`config.mk`:
```
export PLATFORM = sky130hd
export DESIGN_NAME = orv64_fetch_buf
export DESIGN_NICKNAME = d
export VERILOG_FILES = /design/src/rtl/orv64_fetch_buf.sv
export SDC_FILE = /design/constraint.sdc
export NUM_CORES = 1
export LEC_CHECK = 0
export BUFFER_PORTS_ARGS = -buffer_cell sky130_fd_sc_hd__buf_2
export CORE_ASPECT_RATIO = 1.5
export CORE_MARGIN = 5
export CORE_UTILIZATION = 57
export DETAILED_ROUTE_END_ITERATION = 10
export PLACE_DENSITY = 0.77
export SLEW_MARGIN = 5
export SYNTH_ARGS = -nofsm -noshare
export SYNTH_HDL_FRONTEND = slang
export SYNTH_SLANG_ARGS = --single-unit
```
`constraint.sdc`:
```
create_clock -name clk -period 6.03 [get_ports clk]
set_input_delay 0.9045 -clock clk [delete_from_list [all_inputs] [get_ports clk]]
set_output_delay 0.9045 -clock clk [all_outputs]
set_load 0.005 [all_outputs]
```
`src/rtl/orv64_fetch_buf.sv`:
```
// First-word-fall-through instruction buffer between IF and ID, flushed by kill.
// Optional macro ORV64_FETCH_BUF_BYPASS_EN adds a 0-cycle empty-buffer bypass.
module orv64_fetch_buf #(
   parameter int DEPTH  = 4,
   parameter int PC_W   = 39,
   parameter int INST_W = 32,
   parameter int CNT_W  = $clog2(DEPTH) + 1
) (
   input  logic              clk,
   input  logic              rst,
   input  logic              in_valid,
   output logic              in_ready,
   input  logic [PC_W-1:0]   in_pc,
   input  logic [INST_W-1:0] in_inst,
   input  logic              in_excp,
   output logic              out_valid,
   input  logic              out_ready,
   output logic [PC_W-1:0]   out_pc,
   output logic [INST_W-1:0] out_inst,
   output logic              out_excp,
   input  logic              kill,
   output logic [CNT_W-1:0]  count
);

   localparam int IDX_W = $clog2(DEPTH);

   logic [PC_W-1:0]   pcMem_q   [DEPTH];
   logic [INST_W-1:0] instMem_q [DEPTH];
   logic              excpMem_q [DEPTH];

   logic [CNT_W-1:0] rdPtr_q, rdPtr_d;
   logic [CNT_W-1:0] wrPtr_q, wrPtr_d;
   logic [IDX_W-1:0] rdIdx, wrIdx;
   logic             empty, full, push, pop, wrEn;

   assign rdIdx = rdPtr_q[IDX_W-1:0];
   assign wrIdx = wrPtr_q[IDX_W-1:0];
   assign empty = (rdPtr_q == wrPtr_q);
   assign full  = (rdIdx == wrIdx) && (rdPtr_q[CNT_W-1] != wrPtr_q[CNT_W-1]);
   assign count = wrPtr_q - rdPtr_q;

   assign in_ready = ~full & ~kill;
   assign push     = in_valid & in_ready;

`ifdef ORV64_FETCH_BUF_BYPASS_EN
   logic bypassAvail;

   // An empty buffer forwards the incoming entry; it is stored only if ID stalls.
   assign bypassAvail = empty & in_valid & ~kill;
   assign out_valid   = (~empty & ~kill) | bypassAvail;
   assign out_pc      = empty ? in_pc   : pcMem_q[rdIdx];
   assign out_inst    = empty ? in_inst : instMem_q[rdIdx];
   assign out_excp    = empty ? in_excp : excpMem_q[rdIdx];
   assign pop         = ~empty & ~kill & out_ready;
   assign wrEn        = push & ~(bypassAvail & out_ready);
`else
   assign out_valid = ~empty & ~kill;
   assign out_pc    = pcMem_q[rdIdx];
   assign out_inst  = instMem_q[rdIdx];
   assign out_excp  = excpMem_q[rdIdx];
   assign pop       = out_valid & out_ready;
   assign wrEn      = push;
`endif

   // kill discards everything buffered by snapping the read pointer to the write pointer.
   always_comb begin
      rdPtr_d = rdPtr_q;
      wrPtr_d = wrPtr_q;
      if (kill) begin
         rdPtr_d = wrPtr_q;
      end else begin
         if (wrEn) wrPtr_d = wrPtr_q + CNT_W'(1);
         if (pop)  rdPtr_d = rdPtr_q + CNT_W'(1);
      end
   end

   always_ff @(posedge clk) begin
      if (rst) begin
         rdPtr_q <= '0;
         wrPtr_q <= '0;
      end else begin
         rdPtr_q <= rdPtr_d;
         wrPtr_q <= wrPtr_d;
      end
   end

   always_ff @(posedge clk) begin
      if (wrEn) begin
         pcMem_q[wrIdx]   <= in_pc;
         instMem_q[wrIdx] <= in_inst;
         excpMem_q[wrIdx] <= in_excp;
      end
   end

endmodule

```
# == Yosys cells after proc, flatten, opt, wreduce, memory -nomap -nowiden ==
# Memory sizes are Yosys's and may differ from the RTL's. A register that Yosys moved wholly into a read port is not among the register bits.
# Cells that the tools add are included.
# totals
n_memories,3
mem_bits_rw,288
elab_cells,31
reg_bits,6
in_bits,77
output_inout_bits,77
# mem_list
name,words,word_bits,read_ports,rd_ports_with_merged_regs,write_ports,line_no,source
pcMem_q,4,39,1,1,1,27,logic [PC_W-1:0] pcMem_q [DEPTH];
instMem_q,4,32,1,1,1,28,logic [INST_W-1:0] instMem_q [DEPTH];
excpMem_q,4,1,1,1,1,29,logic excpMem_q [DEPTH];
# classes
eq_ne,3
mux,10
reduce_logical,3
bitwise,7
addsub,3
# ops
op,count
2-to-1 mux 2 bit,6
"adder 3 x 1 -> 3 bit, second input constant",2
2-to-1 mux 3 bit,2
bitwise AND 1 bit,4
== test 3 bit,1
NOT 1 bit,3
subtractor 3 bit,1
== test 2 bit,1
2-to-1 mux 1 bit,2
AND reduction 2 bit,1
nonzero test 2 bit,1
logical AND 1 bit,1
!= test 1 bit,1

# == Longest topological paths before layout ==
# logic_depth
ltp_word,8
depth_mapped,5
ltp_nobuf,5

# == Worst setup path before layout ==
# Ideal clock, no wire load.
# synth_path
path_type,input to register
startpoint,input kill
endpoint,register wrPtr_q[2]
setup_slack_ps,1379
cell_stages,3
t_required_ps,5958
t_arrival_ps,4579
cell_sequence,nand2b_1 a211oi_2 mux2_4
# synth_between
elab_chain_cells,4
# synth_rtl
item,line_no,source
from (decl),21,"input logic kill,"
NOT 1 bit (no source line) *,n/a,
bitwise AND 1 bit,42,assign in_ready = ~full & ~kill;
bitwise AND 1 bit,43,assign push = in_valid & in_ready;
AND reduction 2 bit (no source line) *,n/a,
to (signal assigned),83,wrPtr_q <= wrPtr_d;
to (decl),32,"logic [CNT_W-1:0] wrPtr_q, wrPtr_d;"
# Mark *: on every way between the ends. The rest lies on a longest branch, timed or not.
# A chain may end at the register's enable or synchronous reset.

==> flow_metrics.py <==
metrics = {
    "timing": {
        "fin_crit_sh_pct": 62.0,
        "hold_viol_final": 0,
        "rsz0062_at_grt": "no",
        "slew_headroom_pct": 26.9,
        "fmax_mhz": 268,
        "period_minus_slack_ns": 3.74,
        "slew_violations": 0,
        "fin_skew_ns": 0.00618,
        "tns_ns": 0,
        "setup_viol": 0,
        "worst_pin_slew_ns": 1.10,
    },
    "worst_setup_path": {
        "critical-path-top-delay-family": "flip-flops",
        "critPathKind": "reg2out",
        "cpMaxStageDelayCell": "dfxtp_4",
        "critPathLaunchType": "register",
        "slowest_delay_ns": 0.99,
        "path_buf_inv": 2,
        "critPathCaptureType": "primary output",
        "arrival_ns": 2.83,
        "cp_cell_sequence": "buf_4 -> mux4_2 -> buf_2",
        "worst_ep_required_time_ns": 5.13,
        "path_max_fanout": 49,
    },
    "finish": {
        "fin_nets": 693,
        "regArea_um2": 8820,
        "finalCoreUtilization_pct": 66.9,
        "nFillCells": 1226,
        "drive_gt1_share_pct": 42.8,
        "final_common_cell": "edfxtp_1",
        "multi_input_area_um2": 2040,
        "antenna_cells": 0,
        "syn_to_final_growth_pct": 16.3,
        "final_cell_mix": "edfxtp_1 (288), buf_2 (153), mux4_2 (72), clkbuf_16 (25), clkinv_1 (11)",
    },
    "grt": {
        "antenna_found_initial": 3,
        "grt_max_degree": 74,
        "grt_pass1_vias": 5214,
        "grt_overflow_total": 0,
        "grt_use_met1_pct": 22.9,
        "grt_pass1_wl_mm": 29.6,
        "track_usage_pct": 17.5,
        "grtUsageMet2_pct": 30.2,
        "grt.met3_usage_pct": 3.55,
        "grt_busiest_layer": "met2",
    },
    "route": {
        "final_antenna_net_count": 0,
        "viasPerCell": 5.59,
        "wl_per_cell_um": 21.8,
        "drtPass1Iterations": 5,
        "initialDrtViolationCount": 370,
        "num_vias": 4922,
        "drc_errors": 0,
        "wirelength_mm": 19.2,
    },
    "floorplan": {
        "die_w_um": 123,
        "core-area_um2": 19000,
        "die-area_um2": 22100,
        "die-height_um": 180,
        "num_rows": 62,
        "ios": 154,
        "start_util_pct": 57.6,
    },
    "job": {
        "maxCapViolCount": 0,
    },
    "cts": {
        "cts_tree": "built",
        "numClockSinks": 296,
        "clk_latency_ns": 0.50,
        "clock_path_buffers": 3,
        "cts_hold_buf": 0,
        "post_cts_resized": 0,
        "post_cts_buffers": 0,
        "cts-root-buf": "clkbuf_16",
        "clkTransAtPathRegs_ns": 0.06,
        "htree_levels": 1,
        "cts_buffers": 25,
    },
    "place": {
        "place.gp.congestion": 0.797,
        "port_buffers": 153,
        "detailedPlacementHpwl_mm": 11.5,
    },
    "synthesis": {
        "syn_nets": 528,
        "synthCells": 443,
        "synth_cell_type_count": 31,
        "syn_avg_cell_area_um2": 24.7,
        "ys_seq_area_share_pct": 80.5,
        "yosys_warnings": 0,
        "ys_seq_elements": 296,
        "synth.area.top_cells": "edfxtp_1 (79%), mux4_2 (15%), dfxtp_1 (1.5%)",
        "synth_top_cell_by_area": "edfxtp_1",
        "yosys.area.top_type_share_pct": 79.0,
        "syn_area_um2": 10900,
    },
    "hold_path": {
        "worstHoldPathType": "reg2reg",
    },
    "power": {
        "p_leak_nw": 4.25,
        "irDropWorstVdd_v": 0.000204,
        "powerDensity_nw_per_um2": 324,
    },
    "run_status": {
        "outcome": "finished, final reports clean",
    },
}
layout make-up:
type                       count  share of cell area, %
inverter                       8                  0.236
tap                          256                   2.52
clock inverter                16                  0.767
multi-input combinational    122                   16.1
timing repair buffer         155                   6.14
clock buffer                  27                   4.98
sequential                   296                   69.3
state kept, by name, indices dropped and copies added, names as in the netlist, named ones only:
name / flops
rdPtr_q: 3
pcMem_q: 156
wrPtr_q: 3
excpMem_q: 4
instMem_q: 128
through the flow:
stage	instances	setup WS, ns	hold WS, ns	instance area (µm²)	total power (W)
CTS	880	2.16	0.558	12700	0.00417
floorplan	443	1.38	0.492	10900	0.00257
finish	880	2.29	0.554	12700	0.00413
detailed placement	837	2.70	0.547	12000	0.00273
global route	880	2.00	0.589	12700	0.00428
global placement	837	2.72	0.520	12000	0.00272
worst paths after layout:
| kind | endpoint | startpoint | slack (ns) | cells past startpoint |
|---|---|---|---|---|
| worst max-delay path | out_inst[3] | register | 2.29 | 3 |
| worst min-delay path | wrPtr_q[1] | wrPtr_q[1] | 0.55 | 2 |
| worst max register to register | instMem_q[2][11] | rdPtr_q[1] | 3.25 | 5 |
| worst min register to register | wrPtr_q[1] | wrPtr_q[1] | 0.55 | 2 |
metal layers:
| layer | part of all wire (%) | vias to the layer above | routed length (µm) |
|---|---|---|---|
| met1 | 38 | 2550 | 7280 |
| met5 | 0.21 | - | 41 |
| met2 | 54 | 132 | 10400 |
| met4 | 1.5 | 6 | 280 |
| met3 | 5.8 | 31 | 1120 |
| li1 | - | 2203 | - |
synth_stat cells (all sizes together):
cell and instances:
buf 8, o2111ai 1, nor4b 1, and2 5
mux2i 1, mux2 2, dfxtp 8, a31oi 3
nand2b 2, edfxtp 288, mux4 72, fa 1
or4 2, ha 7, a311oi 2, nand3 2
inv 8, a21oi 2, nand4 1, nor2b 1
o211a 1, a211oi 1, nand2 4, clkbuf 9
o21ai 2, nor2 7, xor2 2
worst min-delay path, stage by stage, from the launching register on:
cell	delay, ns
dfxtp_1	0.37
nand2_1	0.08
mux2i_1	0.06
logic make-up (layout without fill, tap and decap cells):
kind of cell	Yosys count	after routing	synth area share, %
DFF	296	296	80.5
xor gates and xnor gates	2	2	0.332
buffers and inverters	25	206	0.949
adders and majority gates	8	8	0.984
muxes	75	75	15.2
AOI/OAI and AO/OA	12	12	0.835
and+or+nand+nor	25	25	1.20
report_power, final:
part	total (W)	internal [W]	leakage (nW)	switching (W)
Sequential	0.00236	0.00231	2.68	0.0000501
Combinational	0.000323	0.000179	1.22	0.000145
Clock	0.00145	0.000796	0.354	0.000651
(Power assumes the default switching activity.)
